### src/rtl/wb_stream_loader.sv
// Boot loader: receives a length-prefixed little-endian word image over a byte
// stream, writes it to program memory as Wishbone single-beat cycles, then releases core reset.
module wb_stream_loader #(
   parameter logic [31:0] BASE_ADR    = 32'h0000_0000,
   parameter int unsigned MAX_WORDS   = 16384,
   parameter int unsigned ACK_TIMEOUT = 256
) (
   input  logic        clk,
   input  logic        i_rst,
   input  logic        i_byte_valid,
   input  logic [7:0]  i_byte_data,
   output logic        o_byte_ready,
   output logic [31:0] o_wb_adr,
   output logic [31:0] o_wb_dat,
   output logic [3:0]  o_wb_sel,
   output logic        o_wb_we,
   output logic        o_wb_cyc,
   input  logic        i_wb_ack,
   output logic        o_core_rst,
   output logic        o_done,
   output logic        o_err,
   output logic [31:0] o_words_written
);

   localparam logic [31:0] MAX_W  = 32'(MAX_WORDS);
   localparam logic [31:0] ACK_TO = 32'(ACK_TIMEOUT);

   typedef enum logic [2:0] {
      S_LEN,
      S_DATA,
      S_WRITE,
      S_DONE,
      S_ERR
   } state_t;

   state_t      state;
   logic [1:0]  byte_cnt;
   logic [31:0] shift_q;
   logic [31:0] len_q;
   logic [31:0] tmo_cnt;

   logic        byte_fire;
   logic        last_byte;
   logic [31:0] word_in;
   logic [31:0] adr_sum;

   // Incoming byte lands in [31:24]; after four bytes the first one sits in [7:0].
   assign byte_fire = i_byte_valid & o_byte_ready;
   assign last_byte = byte_fire && (byte_cnt == 2'd3);
   assign word_in   = {i_byte_data, shift_q[31:8]};
   assign adr_sum   = BASE_ADR + {o_words_written[29:0], 2'b00};

   // NOTE: every register here is state, so all assignments are non-blocking and
   // the synchronous reset branch gives each one a defined value.
   always_ff @(posedge clk) begin
      if (i_rst) begin
         state           <= S_LEN;
         byte_cnt        <= 2'd0;
         shift_q         <= 32'd0;
         len_q           <= 32'd0;
         tmo_cnt         <= 32'd0;
         o_byte_ready    <= 1'b0;
         o_wb_adr        <= 32'd0;
         o_wb_dat        <= 32'd0;
         o_wb_sel        <= 4'b0000;
         o_wb_we         <= 1'b0;
         o_wb_cyc        <= 1'b0;
         o_core_rst      <= 1'b1;
         o_done          <= 1'b0;
         o_err           <= 1'b0;
         o_words_written <= 32'd0;
      end else begin
         if (byte_fire) begin
            shift_q  <= word_in;
            byte_cnt <= byte_cnt + 2'd1;
         end

         case (state)
            S_LEN: begin
               if (last_byte) begin
                  len_q <= word_in;
                  if (word_in == 32'd0) begin
                     state        <= S_DONE;
                     o_done       <= 1'b1;
                     o_core_rst   <= 1'b0;
                     o_byte_ready <= 1'b0;
                  end else if (word_in > MAX_W) begin
                     state        <= S_ERR;
                     o_err        <= 1'b1;
                     o_byte_ready <= 1'b0;
                  end else begin
                     state <= S_DATA;
                  end
               end else begin
                  o_byte_ready <= 1'b1;
               end
            end

            S_DATA: begin
               if (last_byte) begin
                  state        <= S_WRITE;
                  o_byte_ready <= 1'b0;
                  o_wb_cyc     <= 1'b1;
                  o_wb_we      <= 1'b1;
                  o_wb_sel     <= 4'b1111;
                  o_wb_adr     <= {adr_sum[31:2], 2'b00};
                  o_wb_dat     <= word_in;
                  tmo_cnt      <= 32'd0;
               end
            end

            S_WRITE: begin
               if (i_wb_ack) begin
                  o_wb_cyc        <= 1'b0;
                  o_wb_we         <= 1'b0;
                  o_wb_sel        <= 4'b0000;
                  o_words_written <= o_words_written + 32'd1;
                  if (o_words_written + 32'd1 == len_q) begin
                     state      <= S_DONE;
                     o_done     <= 1'b1;
                     o_core_rst <= 1'b0;
                  end else begin
                     state        <= S_DATA;
                     o_byte_ready <= 1'b1;
                  end
               end else if ((ACK_TO != 32'd0) && (tmo_cnt == ACK_TO - 32'd1)) begin
                  // Give up on the responder: abandon the word and stop for good.
                  state    <= S_ERR;
                  o_err    <= 1'b1;
                  o_wb_cyc <= 1'b0;
                  o_wb_we  <= 1'b0;
                  o_wb_sel <= 4'b0000;
               end else begin
                  tmo_cnt <= tmo_cnt + 32'd1;
               end
            end

            default: begin
               o_byte_ready <= 1'b0;
            end
         endcase
      end
   end

endmodule

### config.mk
export PLATFORM = sky130hd
export DESIGN_NAME = wb_stream_loader
export DESIGN_NICKNAME = d
export VERILOG_FILES = /design/src/rtl/wb_stream_loader.sv
export SDC_FILE = /design/constraint.sdc
export NUM_CORES = 1
export LEC_CHECK = 0
export CAP_MARGIN = 20
export CORE_MARGIN = 8
export CORE_UTILIZATION = 59
export DETAILED_ROUTE_END_ITERATION = 16
export PLACE_DENSITY_LB_ADDON = 0.12
export SLEW_MARGIN = 5
export SYNTH_ARGS = -nofsm -noshare
export SYNTH_HDL_FRONTEND = slang
export SYNTH_SLANG_ARGS = --single-unit
### constraint.sdc
create_clock -name clk -period 4.9 [get_ports clk]
set_clock_uncertainty 0.2 [all_clocks]
set_input_delay 1.47 -clock clk [delete_from_list [all_inputs] [get_ports clk]]
set_output_delay 1.47 -clock clk [all_outputs]
set_load 0.02 [all_outputs]
==> metrics.md <==
| Metric | Value |
|---|---|
| Status | `completed` |
| Layout cell share with drive strength beyond 1 | `0.0522` |
| Clock sink total | `192` |
| Num CTS Buffers | `17` |
| CTS tree | `yes` |
| Total wire length | `22900 um` |
| Hold path start | `o_wb_adr[11]$_SDFFE_PP0P_` |
| Asr flop ratio synth | `0` |
| Die X-Extent | `between 100 and 150 um` |
| R2R Path End | `o_byte_ready$_SDFFE_PP0P_` |
| Type of origin of the critical path | `primary input` |
| Worst Max-Slew Pin Slew | `between 0.8 and 0.9 ns` |
| Vias per inst | `approximately 5.7` |
| Hold Path Class | `reg2reg` |
| Core area | `around 14000 um^2` |
| Net Sw Power | `0.000748 W` |
| Area Overhead vs Synth | `18.9%` |
| First-pass GRT wire length | `36400 um` |
| Via count | `7835` |
| Top Ports | `roughly 120` |
| Final Hold Violating Endpoints | `0` |
| Ant diodes | `0` |
| DIE AREA | `18900 um^2` |
| Synth cell types | `between 50 and 60` |
| Die Y | `138 um` |
| Final min period | `roughly 3.7 ns` |
| R2R cell count | `8` |
| FF-to-FF Start | `o_words_written[0]$_SDFFE_PP0P_` |
| WP data arrival | `3.86 ns` |
| Area leader, netlist | `dfxtp_1` |
| RSZ-0062 raised after global routing | `no` |
| HPWL after detailed placement | `roughly 16000 um` |
| Initial Utilization | `0.603` |
| Tot Pwr | `between 0.003 and 0.004 W` |
| ANT nets after route | `0` |
| CP peak stage delay | `0.47 ns` |
| Crit Path Max Fanout | `4` |
| Yosys top cell area share | `0.440` |
| CTS root buf | `clkbuf_16` |
| Synth area leaders | `dfxtp_1 (44%), nand2_1 (12%), a21oi_1 (8.6%)` |
| Largest net degree at the start of global routing | `132` |
| Internal power | `around 0.0023 W` |
| Mapped cell area | `8730 um^2` |
| Static Leak | `3.48 nW` |
| Cells on Worst Hold Path | `2` |
| Multi-input logic area | `4490 um^2` |
| Sequential power share | `0.530` |
| Req. time, crit path | `5.07 ns` |
| Clock tree buffer depth | `2` |
| Drt drc | `0` |
| Grt ovf | `0` |
| FF/Latch Area | `3840 um^2` |
| Post-CTS Resized | `0` |
| Fin util | `0.716` |
| WHS Endpoint | `o_wb_adr[11]$_SDFFE_PP0P_` |
| Synthesis-stage register bit count | `192` |
| Final setup vio count | `0` |
| Slowest cell on the critical path | `clkdlybuf4s50_1` |
| Fmax | `approximately 0.27 GHz` |
| Mean post-synth cell area | `7.85 um^2` |
| Final instance area | `10400 um^2` |
| Gate power share | `0.053` |
| Net Sw Frac | `0.246` |
| Critical-path cell list | `clkdlybuf4s50_1, nor4_1, nand4_1, or4_1, or3_4, o21ai_2, a21oi_2, a211o_1, a21oi_2` |
| Register area share after synthesis | `0.440` |
| Nature of the critical path endpoint | `flip-flop` |
| Initial antenna violation count | `0` |
| Flop2flop setup slack | `1.52 ns` |
| H-tree depth | `4` |
| Drt pass-1 iters | `5` |
| Port Buf Inserts | `115` |
| Peak supply drop | `between 200 and 250 uV` |
| Worst slew margin | `0.446` |
| CTS clk-pin slew, worst paths | `around 0.07 ns` |
| Final Cycle Share | `0.753` |
| Final Max Tran Viols | `0` |
| Iter 0 DRT Violations | `659` |
| TNS Setup | `0 ns` |
| Core Rows | `44` |
| Max-Cap Viols | `0` |
| Nets | `around 1.2k` |
| Post-Synthesis Cells | `1112` |
| Worst-skew pair later-pin latency | `around 0.43 ns` |
| Hold Buf Count CTS | `0` |
| Clock share of power | `0.417` |
| Placer Congestion | `0.923` |
| Post-CTS setup buffer count | `0` |
| Pwr dens | `293 nW/um^2` |
| Most used cell along the critical path | `a21oi_2` |
| EDFF count, synth | `0` |
| Synth warnings | `0` |
| GRT Util Overall | `0.242` |
| Filler cells | `around 1.2k` |
| DP Area | `around 10000 um^2` |
| WS Path Type | `in2reg` |
| Primary FF master, synth | `dfxtp_1` |
| Wirelength per Cell | `16.7 um` |
| Vias in the first global route | `between 7k and 8k` |
[how the worst max path moves through the flow]
stage              startpoint                        end  slack, ns  depth (start not counted)
2_1_floorplan  i_byte_data[7]      state[1]$_SDFFE_PP0P_       1.42                          8
3_3_place_gp   i_byte_data[0]      state[1]$_SDFFE_PP0P_       0.79                          9
3_5_place_dp   i_byte_data[0]      state[1]$_SDFFE_PP0P_       0.78                          9
4_1_cts        i_byte_data[0]      state[1]$_SDFFE_PP0P_       1.23                          9
5_1_grt        i_byte_data[0]  o_byte_ready$_SDFFE_PP0P_       1.05                          9
6_report       i_byte_data[0]      state[1]$_SDFFE_PP0P_       1.21                          9
[power groups by stage]
stage	Sequential [W]	Clock, W	Combinational (W)
after CTS	0.00161	0.00129	0.000158
after global placement	0.00164	0	0.000158
after global routing	0.00161	0.00135	0.000174
after floorplan	0.00163	0	0.000113
after detailed placement	0.00165	0	0.000158
final	0.00161	0.00127	0.000160
[metal layers]
metal | share of wire | global-route usage | up-vias
met5 | 0 | 0 | -
met4 | 0.018 | 0.0772 | 0
met3 | 0.068 | 0.0580 | 33
met2 | 0.46 | 0.377 | 231
met1 | 0.46 | 0.323 | 3678
li1 | - | - | 3893
[flip-flops by register name, summed over array words and instances, names as in the netlist, 2 cells and up]
| register | cells |
|---|---|
| shift_q | 24 |
| o_wb_adr | 30 |
| o_words_written | 32 |
| o_wb_dat | 32 |
| byte_cnt | 2 |
| state | 3 |
| tmo_cnt | 32 |
| len_q | 32 |
[cells in the mapped netlist (18+ instances only)]
master / number
or3_1: 19
nand2_1: 287
o21ai_0: 20
xnor2_1: 43
nor4_1: 19
xor2_1: 45
and3_1: 18
nand3_1: 26
a21oi_1: 150
clkbuf_1: 54
nand4_1: 25
nor2_1: 69
dfxtp_1: 192
nor3_1: 19
[stage by stage]
step                      setup slack, ns  cells  hold WS (ns)
after floorplan                      1.42   1113         0.240
after CTS                            1.23   1371         0.255
after detailed placement            0.780   1341         0.245
after global routing                 1.05   1371         0.273
after global placement              0.790   1341         0.241
final                                1.21   1371         0.251
[worst max-delay path, delay by kind of cell]
family          cells  cell delay [ns]
simple gates        4             1.31
compound gates      4             0.61
buf+inv             1             0.47
[logic make-up (layout without fill, tap and decap cells)]
| logic type | count (synthesis) | in the layout | share of synthesized area |
|---|---|---|---|
| buf+inv | 94 | 168 | 0.0470 |
| fa+ha+maj | 4 | 4 | 0.00573 |
| xor+xnor | 88 | 88 | 0.0883 |
| compound gates | 210 | 210 | 0.133 |
| flops | 192 | 192 | 0.440 |
| other cells | 1 | 2 | 0.000430 |
| simple gates | 523 | 523 | 0.285 |
[cells in the final DEF (no fill, tap or decap), drive strengths merged, types with 9 or more instances in the layout]
cell and count:
nor4 26, and3 18, o21ai 24, buf 11, nor3 23, a21oi 152
or3 20, nand2 287, dfxtp 192, nand4 27, xor2 45, nor2 69
and4 9, clkbuf 19, clkdlybuf4s50 114, nand3 29, xnor2 43, inv 17
[area by class of cell]
type	instances	share of cell area
sequential	192	0.371
clock buffer	19	0.0427
timing repair buffer	125	0.119
inverter	13	0.00470
tap	184	0.0222
multi-input combinational	827	0.433
clock inverter	11	0.00808
Power figures use the tool's default switching activity.
